File: config.mk
export PLATFORM = sky130hd
export DESIGN_NAME = lcd_draw_sequencer
export DESIGN_NICKNAME = d
export VERILOG_FILES = /design/src/rtl/lcd_draw_sequencer.sv
export SDC_FILE = /design/constraint.sdc
export NUM_CORES = 1
export LEC_CHECK = 0
export CORE_MARGIN = 1
export CORE_UTILIZATION = 35
export DETAILED_ROUTE_END_ITERATION = 16
export GPL_TIMING_DRIVEN = 1
export PLACE_DENSITY_LB_ADDON = 0.15
export RECOVER_POWER = 25
export SYNTH_ARGS = -nofsm -noshare
export SYNTH_HDL_FRONTEND = slang
export SYNTH_SLANG_ARGS = --single-unit
export TNS_END_PERCENT = 5
File: constraint.sdc
create_clock -name clk -period 5.3 [get_ports clk]
set_input_delay 1.06 -clock clk [delete_from_list [all_inputs] [get_ports clk]]
set_output_delay 1.06 -clock clk [all_outputs]
set_load 0.02 [all_outputs]
File: src/rtl/lcd_draw_sequencer.sv
// Command FIFO plus two-phase draw sequencer in front of LCD_RUN: window setup, pixel burst,
// enforced inter-draw gap and a per-phase watchdog with a sticky error flag.
module lcd_draw_sequencer #(
   parameter int unsigned FIFO_DEPTH     = 8,
   parameter int unsigned GAP_CYCLES     = 2,
   parameter int unsigned TIMEOUT_CYCLES = 1048575
) (
   input  logic                        clk,
   input  logic                        rstn,
   input  logic                        cmd_valid,
   input  logic [30:0]                 cmd_data,
   output logic                        cmd_ready,
   output logic [$clog2(FIFO_DEPTH):0] fifo_count,
   output logic [30:0]                 LCD_CRTL,
   output logic                        sel,
   output logic                        position_en,
   output logic                        data_en,
   input  logic                        position_finish,
   input  logic                        Initial_finish,
   output logic                        busy,
   output logic                        draw_done,
   output logic                        timeout_err
);

   localparam int unsigned AW = $clog2(FIFO_DEPTH);
   localparam int unsigned CW = AW + 1;
   localparam logic [CW-1:0] DEPTH_C  = CW'(FIFO_DEPTH);
   localparam logic [19:0]   WD_LAST  = 20'(TIMEOUT_CYCLES - 1);
   localparam logic [3:0]    GAP_LAST = 4'(GAP_CYCLES - 1);

   typedef enum logic [2:0] {StIdle, StLoad, StPos, StData, StGap} state_e;

   state_e          state_q, state_d;
   logic [30:0]     mem_q [FIFO_DEPTH];
   logic [AW-1:0]   wr_ptr_q, rd_ptr_q;
   logic [CW-1:0]   count_q, count_d;
   logic            cmd_ready_q;
   logic [30:0]     crtl_q;
   logic [19:0]     wd_q;
   logic [3:0]      gap_q;
   logic            sel_q;
   logic            draw_done_q;
   logic            timeout_err_q;

   logic            push, pop;
   logic            wd_clr, wd_expired;
   logic            gap_met;
   logic            done_set, to_set;

   // ---------------------------------------------------------------- command FIFO
   assign push = cmd_valid && cmd_ready_q;
   assign pop  = (state_q == StIdle) && (count_q != '0);

   always_comb begin
      count_d = count_q;
      if (push && !pop) begin
         count_d = count_q + 1'b1;
      end else if (!push && pop) begin
         count_d = count_q - 1'b1;
      end
   end

   always_ff @(posedge clk) begin
      if (push) begin
         mem_q[wr_ptr_q] <= cmd_data;
      end
   end

   // Pointers are exactly AW bits wide, so natural overflow gives the modulo-depth wrap.
   always_ff @(posedge clk or negedge rstn) begin
      if (!rstn) begin
         wr_ptr_q    <= '0;
         rd_ptr_q    <= '0;
         count_q     <= '0;
         cmd_ready_q <= 1'b1;
      end else begin
         if (push) begin
            wr_ptr_q <= wr_ptr_q + 1'b1;
         end
         if (pop) begin
            rd_ptr_q <= rd_ptr_q + 1'b1;
         end
         count_q     <= count_d;
         cmd_ready_q <= (count_d < DEPTH_C);
      end
   end

   // ---------------------------------------------------------------- draw FSM
   assign wd_expired = (wd_q == WD_LAST);
   assign gap_met    = (gap_q >= GAP_LAST);

   always_comb begin
      state_d  = state_q;
      wd_clr   = 1'b0;
      done_set = 1'b0;
      to_set   = 1'b0;
      unique case (state_q)
         StIdle: begin
            if (count_q != '0) begin
               state_d = StLoad;
            end
         end
         StLoad: begin
            state_d = StPos;
            wd_clr  = 1'b1;
         end
         StPos: begin
            if (position_finish) begin
               state_d = StData;
               wd_clr  = 1'b1;
            end else if (wd_expired) begin
               state_d = StGap;
               to_set  = 1'b1;
            end
         end
         StData: begin
            if (Initial_finish) begin
               state_d  = StGap;
               done_set = 1'b1;
            end else if (wd_expired) begin
               state_d = StGap;
               to_set  = 1'b1;
            end
         end
         StGap: begin
            // A finish still high from LCD_RUN would be mistaken for the next draw's completion.
            if (gap_met && !position_finish && !Initial_finish) begin
               state_d = StIdle;
            end
         end
         default: state_d = StIdle;
      endcase
   end

   always_ff @(posedge clk or negedge rstn) begin
      if (!rstn) begin
         state_q <= StIdle;
      end else begin
         state_q <= state_d;
      end
   end

   always_ff @(posedge clk or negedge rstn) begin
      if (!rstn) begin
         wd_q <= '0;
      end else if (wd_clr) begin
         wd_q <= '0;
      end else if ((state_q == StPos) || (state_q == StData)) begin
         wd_q <= wd_q + 1'b1;
      end
   end

   always_ff @(posedge clk or negedge rstn) begin
      if (!rstn) begin
         gap_q <= '0;
      end else if (state_q != StGap) begin
         gap_q <= '0;
      end else if (gap_q != 4'hF) begin
         gap_q <= gap_q + 1'b1;
      end
   end

   // sel only moves on state transitions, so it reads 0 out of reset until the first draw.
   always_ff @(posedge clk or negedge rstn) begin
      if (!rstn) begin
         sel_q <= 1'b0;
      end else if (state_d != state_q) begin
         sel_q <= (state_d == StIdle) || (state_d == StLoad) || (state_d == StPos);
      end
   end

   always_ff @(posedge clk or negedge rstn) begin
      if (!rstn) begin
         crtl_q        <= '0;
         draw_done_q   <= 1'b0;
         timeout_err_q <= 1'b0;
      end else begin
         if (pop) begin
            crtl_q <= mem_q[rd_ptr_q];
         end
         draw_done_q   <= done_set;
         timeout_err_q <= timeout_err_q || to_set;
      end
   end

   // ---------------------------------------------------------------- outputs
   assign cmd_ready   = cmd_ready_q;
   assign fifo_count  = count_q;
   assign LCD_CRTL    = crtl_q;
   assign sel         = sel_q;
   assign position_en = (state_q == StPos);
   assign data_en     = (state_q == StData);
   assign busy        = (state_q != StIdle) || (count_q != '0);
   assign draw_done   = draw_done_q;
   assign timeout_err = timeout_err_q;

endmodule
==> flow_metrics.env <==
export IMPL_cts_resized=0
export IMPL_post_synth_top_area_cell="sky130_fd_sc_hd__edfxtp_1"
export IMPL_cts_root_buf="sky130_fd_sc_hd__clkbuf_16"
export IMPL_cp_data_required_time_ps=4240
export IMPL_switching_share_pct=30.8
export IMPL_detailroute_via_count=6333
export IMPL_crit_path_max_fanout=9
export IMPL_p_leak_nw=5.22
export IMPL_grt_pass1_wl_um=39600
export IMPL_p_comb_share_pct=26.7
export IMPL_rsz0062_at_grt="no"
export IMPL_ys_ff_latch=320
export IMPL_die_h_um=192
export IMPL_fmaxAchievable_mhz=299
export IMPL_coreArea_mm2=0.0355
export IMPL_post_route_cells_drive_above_1_share_pct=18.4
export IMPL_p_int_mw=5.55
export IMPL_yosysSeqAreaShare_pct=73.6
export IMPL_violations="capacitance limit, slew limit"
export IMPL_postSynth_asyncResetShare_pct=22.5
export IMPL_dp_hpwl_um=14500
export IMPL_numCtsBuffers=37
export IMPL_port_buffer_count=77
export IMPL_cts_hold_buf=0
export IMPL_setup_viol=0
export IMPL_tns_ps=0
export IMPL_synth_fp_nets=742
export IMPL_synthTopCellsByArea="sky130_fd_sc_hd__edfxtp_1 59%, sky130_fd_sc_hd__dfrtp_1 14%, sky130_fd_sc_hd__mux4_2 11%"
export IMPL_outcome="complete, but fails checks"
export IMPL_power_frac_seq_pct=43.4
export IMPL_hold_class="reg -> reg"
export IMPL_gpl_final_weighted_congestion=0.752
export IMPL_max_slew_margin_pct=-14.6
export IMPL_final_net_count=838
export IMPL_syn_to_final_growth_pct=19.8
export IMPL_post_synth_most_frequent_cells="248 x sky130_fd_sc_hd__edfxtp_1, 71 x sky130_fd_sc_hd__dfrtp_1, 62 x sky130_fd_sc_hd__mux4_2"
export IMPL_synth_top_area_share_pct=59.2
export IMPL_clock_skew_ps=17.8
export IMPL_final_period_minus_worst_setup_slack_ps=3340
export IMPL_synthesis_area_per_instance_um2=18.1
export IMPL_clock_latency_ps=520
export IMPL_timing_critical_path_to_type="output port"
export IMPL_dr_pass1_iters=5
export IMPL_fin_util_pct=42.5
export IMPL_netlist_instances=694
export IMPL_maxCapViolations=1
export IMPL_grt_antenna_before_repair=2
export IMPL_ioPinCount=78
export IMPL_worst_setup_hold_path_clk_slew_ps=50
export IMPL_p_switching_mw=2.47
export IMPL_number_of_fillers_in_the_final_layout=3066
export IMPL_num_antenna_cells=0
export IMPL_crit_path_max_incr_delay_ps=610
export IMPL_grt_util_all_layers_pct=14.4
export IMPL_cpMaxStageDelayCell="sky130_fd_sc_hd__clkdlybuf4s50_1"
export IMPL_wire_per_inst_um=19.8
export IMPL_crit_path_cell_trace="nor2b_1 > and2_1 > clkdlybuf4s50_1"
export IMPL_clk_path_buf_depth=3
export IMPL_synth_edf_count=248
export IMPL_detail_route_drc_violations=0
export IMPL_total_standard_cell_area_after_synthesis_mm2=0.0126
export IMPL_drt_vias_per_instance=4.96
export IMPL_final_power_mw=8.01
export IMPL_die_w_um=192
export IMPL_placementRows=69
export IMPL_timing_hold_ws_ps=487
export IMPL_start_util_pct=35.4
export IMPL_worst_setup_path_start_kind="flip-flop"
export IMPL_cts_tree="done"
export IMPL_gr_usage_met1_pct=19.0
export IMPL_criticalPathCategory="reg -> out"
export IMPL_post_cts_setup_buffer_count=0
export IMPL_slew_violations=29
export IMPL_met2_grt_util_pct=24.1
export IMPL_crit_arrival_ps=2280
export IMPL_drtIter0Drc=421
export IMPL_power_share_clock_pct=29.9
export IMPL_power_density_mw_per_mm2=532
export IMPL_clock_sinks=320
export IMPL_worst_max_slew_pin_slew_ps=1720
export IMPL_postRouteAntennaNets=0
export IMPL_htreeDepth=2
export IMPL_synthMostInstantiatedCell="sky130_fd_sc_hd__edfxtp_1"
export IMPL_min_from="LCD_CRTL[20]"
export IMPL_cp_startpoint="state_q[1]"
export IMPL_power_ir_vdd_worst_mv=0.265
export IMPL_grt_busiest_layer="met2"
export IMPL_floorplan_die_area_mm2=0.0367
export IMPL_synth_distinct_cells=50
export IMPL_maximum_number_of_pins_on_one_net_before_global_route_repair=68
export IMPL_postRouteWirelength_um=25300
export IMPL_crit_reg2reg_launch="fifo_count[0]"
export IMPL_synth_flop_cell="sky130_fd_sc_hd__edfxtp_1"
export IMPL_yosysWarnings=0
export IMPL_first_global_vias=6818
export IMPL_global_route_track_usage_on_met3_pct=2.74
export IMPL_hold_viol_final=0
export IMPL_global_route_overflow_total=0
export IMPL_period_share_pct=63.1
==> final timing paths <==
kind / slack [ps] / cells past startpoint / to
min reg2reg: 490 / 2 / LCD_CRTL[20]
max in group asynchronous: 2760 / 2 / rd_ptr_q[0]
min in group asynchronous: 990 / 1 / gap_q[3]
min: 490 / 2 / LCD_CRTL[20]
max: 1960 / 3 / data_en
max reg2reg: 2330 / 9 / cmd_ready
==> flip-flops by register name (all words and copies together), names as in the netlist <==
name,cells
wr_ptr_q,3
state_q,3
mem_q,248
cmd_ready,1
LCD_CRTL,31
sel,1
timeout_err,1
draw_done,1
gap_q,4
rd_ptr_q,3
fifo_count,4
wd_q,20
==> power groups by stage <==
stage / Sequential, mW / Combinational [mW] / Clock [mW]
after floorplan: 3.47 / 1.46 / 0
after global placement: 3.52 / 2.16 / 0
after detailed placement: 3.54 / 2.20 / 0
after CTS: 3.49 / 2.20 / 2.47
after global routing: 3.54 / 2.34 / 2.57
final: 3.48 / 2.14 / 2.40
==> metal layers <==
metal,routed length (um),vias up,share of wire (%)
met5,16,-,0.063
li1,-,2904,-
met3,1110,44,4.4
met1,11100,3261,44
met2,12600,122,50
met4,487,2,1.9
==> per-stage QoR <==
stage / area [um^2] / cells / setup WS [ps]
3_3_place_gp: 13900 / 1212 / 1760
5_1_grt: 15100 / 1278 / 1840
3_5_place_dp: 13900 / 1212 / 1700
2_1_floorplan: 12600 / 694 / 587
4_1_cts: 15100 / 1278 / 1940
6_report: 15100 / 1278 / 1960
==> logic make-up after synthesis <==
group,after synthesis,share of synthesized area [%]
AO/OA/AOI/OAI,60,2.81
adder cells (fa/ha/maj),12,1.19
flip-flops,320,73.6
AND/OR/NAND/NOR,141,5.49
multiplexers,97,13.9
buffers and inverters,42,1.50
XOR/XNOR,22,1.53
==> layout by cell type, fill, tap and decap left out, types with 3 or more instances in the layout <==
| master | netlist | final |
|---|---|---|
| sky130_fd_sc_hd__nand2b_1 | 5 | 5 |
| sky130_fd_sc_hd__o21ai_1 | 33 | 33 |
| sky130_fd_sc_hd__xor2_1 | 14 | 14 |
| sky130_fd_sc_hd__a21oi_1 | 6 | 6 |
| sky130_fd_sc_hd__nand2_1 | 55 | 55 |
| sky130_fd_sc_hd__o21ai_0 | 6 | 6 |
| sky130_fd_sc_hd__clkinvlp_4 | 0 | 4 |
| sky130_fd_sc_hd__nand4_1 | 7 | 7 |
| sky130_fd_sc_hd__edfxtp_1 | 248 | 248 |
| sky130_fd_sc_hd__clkdlybuf4s50_1 | 0 | 54 |
| sky130_fd_sc_hd__nor3_2 | 1 | 5 |
| sky130_fd_sc_hd__clkbuf_8 | 0 | 5 |
| sky130_fd_sc_hd__inv_1 | 12 | 12 |
| sky130_fd_sc_hd__nor2_4 | 0 | 3 |
| sky130_fd_sc_hd__nor3_1 | 8 | 4 |
| sky130_fd_sc_hd__nor2_1 | 33 | 30 |
| sky130_fd_sc_hd__nand3_1 | 11 | 11 |
| sky130_fd_sc_hd__clkinv_1 | 0 | 3 |
| sky130_fd_sc_hd__mux4_2 | 62 | 62 |
| sky130_fd_sc_hd__mux2i_1 | 34 | 34 |
| sky130_fd_sc_hd__clkbuf_1 | 9 | 8 |
| sky130_fd_sc_hd__ha_1 | 12 | 12 |
| sky130_fd_sc_hd__clkbuf_16 | 0 | 38 |
| sky130_fd_sc_hd__dlygate4sd3_1 | 0 | 22 |
| sky130_fd_sc_hd__buf_4 | 0 | 9 |
| sky130_fd_sc_hd__clkinv_2 | 0 | 4 |
| sky130_fd_sc_hd__and3_1 | 3 | 3 |
| sky130_fd_sc_hd__xnor2_1 | 8 | 8 |
| sky130_fd_sc_hd__dfrtp_1 | 71 | 68 |
| sky130_fd_sc_hd__nor3b_1 | 3 | 3 |
==> layout make-up <==
| cell class | count | area, um^2 | share of cell area [%] |
|---|---|---|---|
| flip-flops and latches | 320 | 9260 | 61.4 |
| repair buffers | 86 | 832 | 5.52 |
| clock buffers | 50 | 1050 | 6.94 |
| well taps | 461 | 577 | 3.83 |
| inverters | 13 | 48.8 | 0.324 |
| clock inverters | 16 | 124 | 0.822 |
| multi-input cells | 332 | 3180 | 21.1 |
==> critical path: cells and delay by family (launching register included) <==
| family | cells | cell delay (ps) |
|---|---|---|
| and+or+nand+nor | 2 | 620 |
| buffers and inverters | 1 | 610 |
| DFF | 1 | 540 |
No activity file was read; power rests on OpenSTA's default activity.
